$ cat config.mk
export PLATFORM = sky130hd
export DESIGN_NAME = expu_correction_arbiter
export DESIGN_NICKNAME = d
export VERILOG_FILES = /design/src/rtl/expu_correction_arbiter.sv
export SDC_FILE = /design/constraint.sdc
export NUM_CORES = 1
export LEC_CHECK = 0
export BUFFER_PORTS_ARGS = -buffer_cell sky130_fd_sc_hd__buf_2
export CAP_MARGIN = 0
export CORE_ASPECT_RATIO = 2
export CORE_MARGIN = 3
export CORE_UTILIZATION = 52
export CTS_BUF_LIST = sky130_fd_sc_hd__clkbuf_4
export CTS_CLUSTER_SIZE = 24
export DETAILED_ROUTE_END_ITERATION = 7
export GPL_ROUTABILITY_DRIVEN = 0
export PLACE_DENSITY = 0.88
export SLEW_MARGIN = 40
export SYNTH_ARGS = -nofsm -noshare
export SYNTH_HDL_FRONTEND = slang
export SYNTH_SLANG_ARGS = --single-unit
$ cat constraint.sdc
create_clock -name clk_i -period 9.6 [get_ports clk_i]
set_input_delay 1.92 -clock clk_i [delete_from_list [all_inputs] [get_ports clk_i]]
set_output_delay 1.92 -clock clk_i [all_outputs]
set_load 0.01 [all_outputs]
$ cat src/rtl/expu_correction_arbiter.sv
// Round-robin front end for a single shared mantissa correction unit: grants one
// requester per cycle, tracks the unit's register stage and queues tagged results.
module expu_correction_arbiter #(
    parameter int N_REQ          = 4,
    parameter int INPUT_FRACTION = 7,
    parameter int FIFO_DEPTH     = 2,
    localparam int ID_WIDTH      = $clog2(N_REQ)
) (
    input  logic                              clk_i,
    input  logic                              rst_ni,
    input  logic                              clear_i,
    input  logic [N_REQ-1:0]                  req_valid_i,
    input  logic [N_REQ*INPUT_FRACTION-1:0]   req_mant_i,
    output logic [N_REQ-1:0]                  req_ready_o,
    output logic                              corr_enable_o,
    output logic                              corr_clear_o,
    output logic [INPUT_FRACTION-1:0]         corr_mantissa_o,
    input  logic [INPUT_FRACTION-1:0]         corr_result_i,
    output logic                              res_valid_o,
    input  logic                              res_ready_i,
    output logic [INPUT_FRACTION-1:0]         res_mant_o,
    output logic [ID_WIDTH-1:0]               res_id_o,
    output logic                              idle_o
);

    localparam int PTR_W = (FIFO_DEPTH > 1) ? $clog2(FIFO_DEPTH) : 1;
    localparam int CNT_W = $clog2(FIFO_DEPTH + 1);

    // Handshake: a requester transfers in any cycle where req_valid_i[k] and
    // req_ready_o[k] are both high; the result side transfers on res_valid_o & res_ready_i.

    logic                      slot_valid_q;
    logic [ID_WIDTH-1:0]       slot_id_q;
    logic [ID_WIDTH-1:0]       last_q;
    logic [PTR_W-1:0]          wr_ptr_q;
    logic [PTR_W-1:0]          rd_ptr_q;
    logic [CNT_W-1:0]          count_q;
    logic [INPUT_FRACTION-1:0] mant_q [FIFO_DEPTH];
    logic [ID_WIDTH-1:0]       id_q   [FIFO_DEPTH];

    logic                      push;
    logic                      pop;
    logic                      full;
    logic                      issue_ok;
    logic                      grant;
    logic                      found;
    logic [ID_WIDTH-1:0]       winner;
    logic [ID_WIDTH-1:0]       cand;
    logic [CNT_W:0]            occ;

    function automatic logic [PTR_W-1:0] next_ptr(input logic [PTR_W-1:0] p);
        return (p == PTR_W'(FIFO_DEPTH - 1)) ? '0 : p + PTR_W'(1);
    endfunction

    assign res_valid_o  = (count_q != '0);
    assign res_mant_o   = mant_q[rd_ptr_q];
    assign res_id_o     = id_q[rd_ptr_q];
    assign idle_o       = ~slot_valid_q & (count_q == '0);
    assign corr_clear_o = clear_i;

    assign push = slot_valid_q;
    assign pop  = res_valid_o & res_ready_i;
    assign full = (count_q == CNT_W'(FIFO_DEPTH));

    // Entries already committed (buffered + in the unit's register) minus the one
    // leaving this cycle must leave room for the result a new grant will produce.
    assign occ      = {1'b0, count_q} + {{CNT_W{1'b0}}, slot_valid_q} - {{CNT_W{1'b0}}, pop};
    assign issue_ok = rst_ni & ~clear_i & (occ < (CNT_W + 1)'(FIFO_DEPTH));

    always_comb begin
        winner = '0;
        found  = 1'b0;
        cand   = '0;
        for (int i = 1; i <= N_REQ; i++) begin
            cand = ID_WIDTH'((int'(last_q) + i) % N_REQ);
            if (!found && req_valid_i[cand]) begin
                found  = 1'b1;
                winner = cand;
            end
        end
    end

    assign grant = issue_ok & found;

    always_comb begin
        req_ready_o     = '0;
        corr_enable_o   = 1'b0;
        corr_mantissa_o = '0;
        if (grant) begin
            req_ready_o[winner] = 1'b1;
            corr_enable_o       = 1'b1;
            corr_mantissa_o     = req_mant_i[winner*INPUT_FRACTION +: INPUT_FRACTION];
        end
    end

    always_ff @(posedge clk_i or negedge rst_ni) begin
        if (!rst_ni) begin
            slot_valid_q <= 1'b0;
            slot_id_q    <= '0;
            last_q       <= ID_WIDTH'(N_REQ - 1);
            wr_ptr_q     <= '0;
            rd_ptr_q     <= '0;
            count_q      <= '0;
            for (int i = 0; i < FIFO_DEPTH; i++) begin
                mant_q[i] <= '0;
                id_q[i]   <= '0;
            end
        end else if (clear_i) begin
            slot_valid_q <= 1'b0;
            last_q       <= ID_WIDTH'(N_REQ - 1);
            wr_ptr_q     <= '0;
            rd_ptr_q     <= '0;
            count_q      <= '0;
        end else begin
            slot_valid_q <= grant;
            if (grant) begin
                slot_id_q <= winner;
                last_q    <= winner;
            end
            if (push) begin
                mant_q[wr_ptr_q] <= corr_result_i;
                id_q[wr_ptr_q]   <= slot_id_q;
                wr_ptr_q         <= next_ptr(wr_ptr_q);
            end
            if (pop) begin
                rd_ptr_q <= next_ptr(rd_ptr_q);
            end
            case ({push, pop})
                2'b10:   count_q <= count_q + CNT_W'(1);
                2'b01:   count_q <= count_q - CNT_W'(1);
                default: count_q <= count_q;
            endcase
        end
    end

    a_no_overflow: assert property (@(posedge clk_i) disable iff (!rst_ni)
        !(push && full && !pop && !clear_i));

    a_grant_onehot0: assert property (@(posedge clk_i) disable iff (!rst_ni)
        $onehot0(req_ready_o));

endmodule

==> key figures, run 1 <==
Setup path
  • Arrival time of data at the critical path endpoint: 4.32 ns
  • Largest fanout of any net on the critical path: 9
  • Crit Path Class: input port to primary output
  • Maximum single-stage delay on the critical path: 0.38 ns
  • Endpoint required time on the critical path: 7.68 ns
  • Kind of capture point of the worst setup path: primary output
  • Critical path buffers and inverters: 2
  • Cell with the biggest individual delay on the critical path: sky130_fd_sc_hd__fa_1
  • CP cell instances: buf_2 > o21ai_0 > ha_1 > nand2b_1 > fa_1 > xor2_1 > nor3_2 > a21boi_4 > nand2b_1 > o22ai_1 > buf_2
  • Kind of start point of the critical path: input port
  • Cell family with most CP delay: adder cells

Worst hold path
  • Min-Delay Path Class: flip-flop to flip-flop

Timing
  • Time the final worst path needs with I/O delays and setup: 6.237 ns
  • Count of pins over their slew limit: 0
  • Setup repair after global routing missed its margin: no
  • Transition time at the pin with the least slew margin: 0.5840 ns
  • Setup Viol. Count Final: 0
  • Crit share post-route: 64.97%
  • Aggregate negative setup slack: 0 ns
  • Post-Route Hold Slack: 0.5179 ns
  • Worst slew margin relative to its limit: 61.06%
  • Final critical-path setup slack: 3.363 ns
  • Endpoints failing hold: 0
  • Clock skew: 0.007805 ns
  • FMAX: 160.3 MHz

Route
  • ANT nets after route: 0
  • Vias after detailed routing: 1,283
  • Routed wire per std cell: 13.99 um
  • Total wire length: 3302 um
  • Post-detailed-route DRC marker count: 0
  • Routed vias/inst: 5.436
  • Drt first pass iters: 4
  • Starting DRT DRC Count: 19

Clock tree
  • Clk root buf: sky130_fd_sc_hd__clkbuf_4
  • Clock net sink count: 27
  • Clock Tree Buf Depth: 2
  • Worst-path clk slew: 0.13 ns
  • Worst-Skew Late Latency: 0.33 ns
  • Total number of H-tree levels: 1
  • CTS Buf Count: 3
  • Number of hold-repair buffers added at the cts stage: 0
  • Total of cells resized after clock tree synthesis: 0
  • Clock tree from TritonCTS: built
  • Number of setup buffers added after CTS: 0

Yosys
  • Synth area leader: sky130_fd_sc_hd__dfrtp_1
  • Syn Area/Cell: 11.17 um^2
  • Number of cells produced by synthesis: 143
  • Share of synthesized registers carrying an async set or reset: 100.0%
  • Number of different library cells in the post-synthesis netlist: 33
  • Top cell type's share of synthesized area: 39.15%
  • Cell area after technology mapping: 1598 um^2
  • Prevailing post-synth register cell: sky130_fd_sc_hd__dfrtp_1
  • Number of storage elements in the synthesis netlist: 27
  • Synth warnings: 0
  • Post-Syn Nets: 189
  • Cell types occupying the most area after synthesis: sky130_fd_sc_hd__dfrtp_1, sky130_fd_sc_hd__mux2_2, sky130_fd_sc_hd__mux2i_1
  • Sequential fraction of the synthesis area: 42.44%
  • Number of flops mapped to enable cells by yosys: 0

Run status
  • Run status: complete, no violations

Final layout
  • Number of nets at the end of the flow: 254
  • End-of-flow core utilization: 68.56%
  • Commonest cells after routing, fill and taps aside: sky130_fd_sc_hd__buf_2, sky130_fd_sc_hd__mux2_2, sky130_fd_sc_hd__dfrtp_1
  • Share of cells above drive strength 1: 49.76%
  • Leading cell type in the layout, fill and taps excluded: sky130_fd_sc_hd__buf_2
  • Finished Layout Cells: 236
  • Layout Area Growth over Synthesis: 21.77%
  • Antenna fix cells: 0
  • Cell area after layout: 1946 um^2

Run
  • Max-capacitance violation count: 0

Power and ir drop
  • Leak pwr: 1.021 nW
  • Worst supply voltage drop on vdd: 0.0001284 V
  • Cell area power density: 246.8 nW/um^2
  • Pwr Total: 0.4802 mW

Die
  • Height of the die: 84.39 um
  • DIE AREA: 3814 um^2
  • Overall die width: 45.20 um
  • Initial core utilization: 56.31%
  • I/O pins: 67
  • Count of standard-cell rows: 27
  • Standard cell core area: 2838 um^2

Global routing
  • Global-route wire length before repair: 5699 um
  • Number of antenna violations at the first check in global routing: 0
  • Total routing resource utilization after global routing: 19.91%
  • Maximum number of pins on one net before global-route repair: 29
  • Grt total ovfl: 0
  • Number of global-route vias before repair: 1,410

Place
  • Placement Setup Slack: 3.352 ns
  • Sum of net half-perimeters after detailed placement: 2756 um
  • Post-placement cell area: 1916 um^2
  • Cell Count Post-Placement: 232
  • Number of buffers added on ports: 66
[where the power goes]
part	total, mW	switching [mW]	internal (mW)
registers	0.197	0.0360	0.161
logic	0.233	0.106	0.127
clock network	0.0508	0.0316	0.0192
[worst min-delay path: stages, from the launching register on]
cell and delay (ns):
sky130_fd_sc_hd__dfrtp_1 0.37, sky130_fd_sc_hd__nand2_1 0.05, sky130_fd_sc_hd__o21ai_0 0.07
[synthesized netlist by cell type, drive strengths merged (3+ instances only)]
cell,count
a21boi,3
mux2,26
o22ai,8
nand2,5
a21oi,3
nand2b,4
nor2,15
mux2i,15
inv,7
xor2,4
dfrtp,25
buf,6
o21ai,5
[area by class of cell]
cell class / instances / area [um^2]
Inverter: 7 / 26.28
Clock buffer: 4 / 30.03
Timing Repair Buffer: 67 / 337.8
Multi-Input combinational cell: 102 / 837.1
Fill cell: 231 / 892.1
Tap cell: 29 / 36.28
Sequential cell: 27 / 678.2
[state kept, by name, indices dropped and copies added, names as in the netlist]
| register | flops |
|---|---|
| mant_q | 14 |
| last_q | 2 |
| rd_ptr_q | 1 |
| count_q | 2 |
| wr_ptr_q | 1 |
| id_q | 4 |
| push | 1 |
| slot_id_q | 2 |
[layer usage]
metal	share of wire, %	global-route usage, %	wire length, um	vias up
met2	58	37.86	1906	60
li1	-	-	-	628
met1	33	19.02	1075	590
met3	7.4	2.575	244	5
met5	0	0	0	-
met4	2.3	9.600	76	0
[logic make-up after synthesis]
group           after synthesis  share of synthesized area [%]
mux                          41                          27.72
simple gates                 30                          8.849
flops                        27                          42.44
compound gates               23                          9.789
buf+inv                      14                          5.638
xor+xnor                      5                          2.741
fa+ha+maj                     3                          2.819
[worst paths after layout]
check	from	to	slack, ns	cells after the start
max	res_ready_i	corr_mantissa_o[6]	3.36	11
min	id_q[1]	id_q[1]	0.52	2
max reg2reg	count_q[0]	last_q[0]	6.93	9
min reg2reg	id_q[1]	id_q[1]	0.52	2
max in group asynchronous	rst_ni	mant_q[0]	7.64	1
min in group asynchronous	rst_ni	mant_q[1]	1.57	1
Note: power is estimated with default switching activity, not from simulation.
==> inputs of run 2 (changes only) <==
ABC_AREA = 1   (was unset)
PLACE_DENSITY = 0.84   (was 0.88)
clock period = 5.9 ns   (was 9.6 ns; I/O delays follow)
==> key figures, run 2 <==
Final layout
  • End-of-flow core utilization: 65.63%
  • Number of nets at the end of the flow: 383
  • Biggest register: mant_q
  • Antenna fix cells: 0
  • Layout Area Growth over Synthesis: 17.60%
  • Largest registers: mant_q x14, id_q x4
  • Finished Layout Cells: 384
  • Max FFs per register: 14
  • Commonest cells after routing, fill and taps aside: sky130_fd_sc_hd__nand2_1, sky130_fd_sc_hd__buf_2, sky130_fd_sc_hd__dfrtp_1
  • Share of cells above drive strength 1: 34.52%
  • Leading cell type in the layout, fill and taps excluded: sky130_fd_sc_hd__nand2_1

Place
  • Number of buffers added on ports: 66
  • Placement Setup Slack: 1.137 ns
  • Cell Count Post-Placement: 380
  • Sum of net half-perimeters after detailed placement: 3553 um

Power and ir drop
  • Worst supply voltage drop on vdd: 0.0003401 V
  • Cell area power density: 482.2 nW/um^2
  • Pwr Total: 1.105 mW
  • Leak pwr: 1.306 nW

Clock tree
  • Number of setup buffers added after CTS: 0
  • Clock Tree Buf Depth: 2
  • Total number of H-tree levels: 1
  • Number of hold-repair buffers added at the cts stage: 0
  • CTS Buf Count: 3
  • Clock tree from TritonCTS: built
  • Worst-Skew Late Latency: 0.33 ns
  • Clk root buf: sky130_fd_sc_hd__clkbuf_4
  • Clock net sink count: 27
  • Worst-path clk slew: 0.14 ns
  • Total of cells resized after clock tree synthesis: 0

Setup path
  • Cell with the biggest individual delay on the critical path: sky130_fd_sc_hd__fa_1
  • Arrival time of data at the critical path endpoint: 3.58 ns
  • CP cell instances: buf_2 > nand2_1 > ha_1 > or2_2 > fa_1 > nand3_1 > nor2_1 > nand2_1 > inv_1 > nand2_2 > nor2_1 > buf_2
  • Maximum single-stage delay on the critical path: 0.49 ns
  • Crit Path Class: input port to primary output
  • Kind of capture point of the worst setup path: primary output
  • Critical path buffers and inverters: 3
  • Largest fanout of any net on the critical path: 11
  • Kind of start point of the critical path: input port
  • Endpoint required time on the critical path: 4.72 ns
  • Cell family with most CP delay: simple AND/OR/NAND/NOR gates

Timing
  • FMAX: 209.9 MHz
  • Transition time at the pin with the least slew margin: 0.6477 ns
  • Aggregate negative setup slack: 0 ns
  • Time the final worst path needs with I/O delays and setup: 4.765 ns
  • Clock skew: 0.01009 ns
  • Count of pins over their slew limit: 0
  • Final critical-path setup slack: 1.135 ns
  • Setup repair after global routing missed its margin: no
  • Endpoints failing hold: 0
  • Crit share post-route: 80.76%
  • Setup Viol. Count Final: 0
  • Worst slew margin relative to its limit: 56.69%

Yosys
  • Cell with the most instances after synthesis: sky130_fd_sc_hd__nand2_1
  • Cell types occupying the most area after synthesis: sky130_fd_sc_hd__dfrtp_1, sky130_fd_sc_hd__nand2_1, sky130_fd_sc_hd__nand2_2
  • Number of different library cells in the post-synthesis netlist: 31
  • Post-Syn Nets: 322
  • Number of flops mapped to enable cells by yosys: 0
  • Sequential fraction of the synthesis area: 34.81%
  • Top cell type's share of synthesized area: 32.11%
  • Share of synthesized registers carrying an async set or reset: 100.0%
  • Number of storage elements in the synthesis netlist: 27
  • Synth area leader: sky130_fd_sc_hd__dfrtp_1
  • Prevailing post-synth register cell: sky130_fd_sc_hd__dfrtp_1
  • Syn Area/Cell: 7.058 um^2
  • Number of cells produced by synthesis: 276
  • Commonest cells in the netlist: sky130_fd_sc_hd__nand2_1, sky130_fd_sc_hd__dfrtp_1, sky130_fd_sc_hd__nand3_1
  • Cell area after technology mapping: 1948 um^2
  • Synth warnings: 0

Die
  • Initial core utilization: 55.81%
  • I/O pins: 67
  • Height of the die: 92.56 um
  • Overall die width: 49.28 um
  • Standard cell core area: 3491 um^2
  • Count of standard-cell rows: 30
  • DIE AREA: 4561 um^2

Global routing
  • Maximum number of pins on one net before global-route repair: 29
  • Number of antenna violations at the first check in global routing: 0
  • Global-route wire length before repair: 7831 um
  • Number of global-route vias before repair: 1,891
  • Grt total ovfl: 0
  • Total routing resource utilization after global routing: 21.25%

Route
  • Routed vias/inst: 5.034
  • Routed wire per std cell: 11.55 um
  • Met3 Wirelength: 186 um
  • Post-detailed-route DRC marker count: 0
  • Starting DRT DRC Count: 28
  • Total wire length: 4435 um
  • Vias after detailed routing: 1,933
  • Drt first pass iters: 4
  • Total length of routed met2 wires: 2472 um
  • Routed met1 length: 1639 um
  • ANT nets after route: 0
  • Highest metal used: met4

Run status
  • Run status: complete, no violations

Worst hold path
  • Min-Delay Path Class: flip-flop to flip-flop

Run
  • Max-capacitance violation count: 0
==> run 2: cell families (layout without fill, tap and decap cells) <==
logic type | after synthesis | in the layout | synth area share (%)
compound gates | 38 | 38 | 11.95
xor+xnor | 1 | 1 | 0.4497
fa+ha+maj | 3 | 3 | 2.312
buf+inv | 35 | 95 | 9.183
flops | 27 | 27 | 34.81
simple gates | 172 | 172 | 41.30
==> run 2: metrics by stage <==
stage | area, um^2 | hold slack [ns]
after detailed placement | 2261 | 0.4731
after global routing | 2291 | 0.5340
after floorplan | 1948 | 0.4529
final | 2291 | 0.5013
after CTS | 2291 | 0.5066
after global placement | 2261 | 0.4659
==> run 2: layout make-up <==
cell class              instances  area (um^2)
inverters                      25        101.3
clock inverters                 1        7.507
fillers                       341         1200
flip-flops and latches         27        678.2
repair buffers                 66        330.3
clock buffers                   3        22.52
well taps                      48        60.06
multi-input cells             214         1091
==> run 2: report_power, final <==
part / total [mW] / internal, mW / switching (mW)
clock network: 0.0800 / 0.0259 / 0.0540
logic: 0.725 / 0.244 / 0.481
registers: 0.300 / 0.250 / 0.0502
total: 1.10 / 0.520 / 0.585
==> run 2: worst paths after layout <==
check                       startpoint              to  slack (ns)  cells after the start
setup reg to reg            count_q[1]       last_q[1]        3.00                     12
hold / removal               mant_q[8]       mant_q[8]        0.50                      2
hold reg to reg              mant_q[8]       mant_q[8]        0.50                      2
max in group asynchronous       rst_ni       last_q[0]        4.68                      1
setup / recovery           res_ready_i  req_ready_o[3]        1.14                     12
min in group asynchronous       rst_ni       mant_q[9]        0.84                      1
==> run 2: routing by layer <==
layer	vias to the layer above	track usage, %
met5	-	0
met4	0	9.739
met3	13	2.254
met2	65	40.70
met1	868	22.22
li1	987	-
==> run 2: worst reg2reg max path: cells and delay by family, from the launching register on <==
kind / cells / cell delay [ns]
AOI/OAI and AO/OA: 1 / 0.10
adders and majority gates: 2 / 0.77
buffers and inverters: 2 / 0.40
DFF: 1 / 0.44
and+or+nand+nor: 7 / 1.12
==> inputs of run 3 (changes only) <==
ABC_AREA = 0   (was 1)
CORE_UTILIZATION = 49   (was 52)
clock period = 4.62 ns   (was 5.9 ns; I/O delays follow)
==> key figures, run 3 (synthesized netlist as in run 1, its figures left out) <==
Setup path
  • Arrival time of data at the critical path endpoint: 3.32 ns
  • Number of cells on the worst reg-to-reg path: 9
  • Register-to-register setup slack: 1.93 ns
  • Largest fanout of any net on the critical path: 9
  • FF-to-FF End: last_q[0]
  • CP cell instances: buf_2 > o21ai_0 > ha_1 > nand2b_1 > fa_1 > xor2_1 > nor3_2 > a21boi_4 > nand2b_1 > o22ai_1 > buf_2
  • Maximum single-stage delay on the critical path: 0.38 ns
  • Cell with the biggest individual delay on the critical path: sky130_fd_sc_hd__fa_1
  • Kind of capture point of the worst setup path: primary output
  • R2R Path Start: count_q[0]
  • Crit Path Class: input port to primary output
  • Endpoint required time on the critical path: 3.70 ns
  • Kind of start point of the critical path: input port

Worst hold path
  • Min-Delay Path Class: flip-flop to flip-flop
  • Worst Hold Path Cells: 1
  • Endpoint with the worst hold slack: mant_q[5]
  • Hold path startpoint: mant_q[5]

Die
  • Standard cell core area: 3048 um^2
  • Initial core utilization: 52.42%
  • Height of the die: 86.76 um
  • DIE AREA: 4024 um^2
  • Count of standard-cell rows: 28
  • Overall die width: 46.38 um
  • I/O pins: 67

Route
  • Routed vias/inst: 5.423
  • ANT nets after route: 0
  • Vias after detailed routing: 1,296
  • Total wire length: 3182 um
  • Routed wire per std cell: 13.31 um
  • Starting DRT DRC Count: 9
  • Post-detailed-route DRC marker count: 0
  • Drt first pass iters: 4

Power and ir drop
  • Portion of total power attributed to sequential cells: 41.1%
  • Worst supply voltage drop on vdd: 0.0002208 V
  • Switching power share of the total: 36.12%
  • Cell-internal power: 0.6311 mW
  • Combinational share of power: 48.6%
  • Cell area power density: 505.5 nW/um^2
  • Pwr Total: 0.9878 mW
  • Total net switching power: 0.3568 mW
  • Fraction of power consumed by the clock network: 10.3%
  • Leak pwr: 1.026 nW

Clock tree
  • Number of hold-repair buffers added at the cts stage: 0
  • Worst-path clk slew: 0.14 ns
  • Clk root buf: sky130_fd_sc_hd__clkbuf_4
  • Clock tree from TritonCTS: built
  • Total of cells resized after clock tree synthesis: 0
  • Clock net sink count: 27
  • Worst-Skew Late Latency: 0.32 ns
  • CTS Buf Count: 3
  • Number of setup buffers added after CTS: 0
  • Total number of H-tree levels: 1
  • Clock Tree Buf Depth: 2

Place
  • Placement Setup Slack: 0.3699 ns
  • Post-placement cell area: 1924 um^2
  • Cell Count Post-Placement: 235
  • Number of buffers added on ports: 66
  • Sum of net half-perimeters after detailed placement: 2673 um

Global routing
  • Total routing resource utilization after global routing: 17.24%
  • Maximum number of pins on one net before global-route repair: 28
  • Number of global-route vias before repair: 1,303
  • Number of antenna violations at the first check in global routing: 0
  • Global-route wire length before repair: 5216 um
  • Grt total ovfl: 0

Final layout
  • End-of-flow core utilization: 64.12%
  • Max FFs per register: 14
  • Finished Layout Cells: 239
  • Number of nets at the end of the flow: 256
  • Leading cell type in the layout, fill and taps excluded: sky130_fd_sc_hd__buf_2
  • Share of cells above drive strength 1: 50.24%
  • Commonest cells after routing, fill and taps aside: sky130_fd_sc_hd__buf_2, sky130_fd_sc_hd__mux2_2, sky130_fd_sc_hd__dfrtp_1
  • Largest registers: mant_q x14, id_q x4
  • Layout Area Growth over Synthesis: 22.32%
  • Biggest register: mant_q
  • Antenna fix cells: 0
  • Cell area after layout: 1954 um^2

Timing
  • Count of pins over their slew limit: 0
  • Post-Route Hold Slack: 0.5167 ns
  • Setup repair after global routing missed its margin: no
  • Final critical-path setup slack: 0.3775 ns
  • Transition time at the pin with the least slew margin: 0.4831 ns
  • Setup Viol. Count Final: 0
  • Endpoints failing hold: 0
  • Clock skew: 0.006010 ns
  • Time the final worst path needs with I/O delays and setup: 4.242 ns
  • Crit share post-route: 91.83%
  • Aggregate negative setup slack: 0 ns
  • FMAX: 235.7 MHz
  • Worst slew margin relative to its limit: 67.70%

Run status
  • Run status: complete, no violations

Run
  • Max-capacitance violation count: 0
[run 3: cell count changes in the layout (fill, tap and decap cells not counted), moves of 8 or more]
cell	previous run	this run
sky130_fd_sc_hd__o21ai_0	23	5
sky130_fd_sc_hd__mux2_2	0	26
sky130_fd_sc_hd__inv_1	17	7
sky130_fd_sc_hd__nand2_2	21	0
sky130_fd_sc_hd__nand3_1	24	1
sky130_fd_sc_hd__nand2_1	109	5
sky130_fd_sc_hd__mux2i_1	0	15
sky130_fd_sc_hd__o22ai_1	0	8
[run 3: worst max path at each step]
stage | start | to | slack, ns | cells after the start
4_1_cts | res_ready_i | corr_mantissa_o[1] | 0.36 | 11
2_1_floorplan | res_ready_i | corr_mantissa_o[0] | 0.72 | 10
6_report | res_ready_i | corr_mantissa_o[4] | 0.38 | 11
5_1_grt | count_q[1] | corr_mantissa_o[4] | 0.10 | 10
3_5_place_dp | res_ready_i | corr_mantissa_o[1] | 0.37 | 11
3_3_place_gp | res_ready_i | corr_mantissa_o[0] | 0.43 | 11
[run 3: area by class of cell]
class                   count  area (um^2)
fillers                   248         1094
multi-input cells         102        829.5
flip-flops and latches     27        678.2
repair buffers             69        352.8
well taps                  30        37.54
inverters                   7        26.28
clock buffers               3        22.52
clock inverters             1        7.507
[run 3: power by group through the flow]
stage,registers [mW],clock network (mW),logic [mW]
after floorplan,0.379,0,0.386
after global placement,0.409,0,0.475
after detailed placement,0.414,0,0.487
after CTS,0.409,0.107,0.490
after global routing,0.422,0.116,0.535
final,0.406,0.102,0.480
[run 3: per-layer routing]
layer | global-route usage, % | share of wire, %
met5 | 0 | 0
met4 | 5.440 | 1.2
met3 | 2.911 | 7.8
met2 | 35.05 | 57
met1 | 15.10 | 34
[run 3: worst max-delay path, delay by kind of cell]
family | cells | cell delay, ns
adder cells (fa/ha/maj) | 2 | 0.68
buffers and inverters | 2 | 0.25
XOR/XNOR | 1 | 0.16
AND/OR/NAND/NOR | 3 | 0.63
AO/OA/AOI/OAI | 3 | 0.67
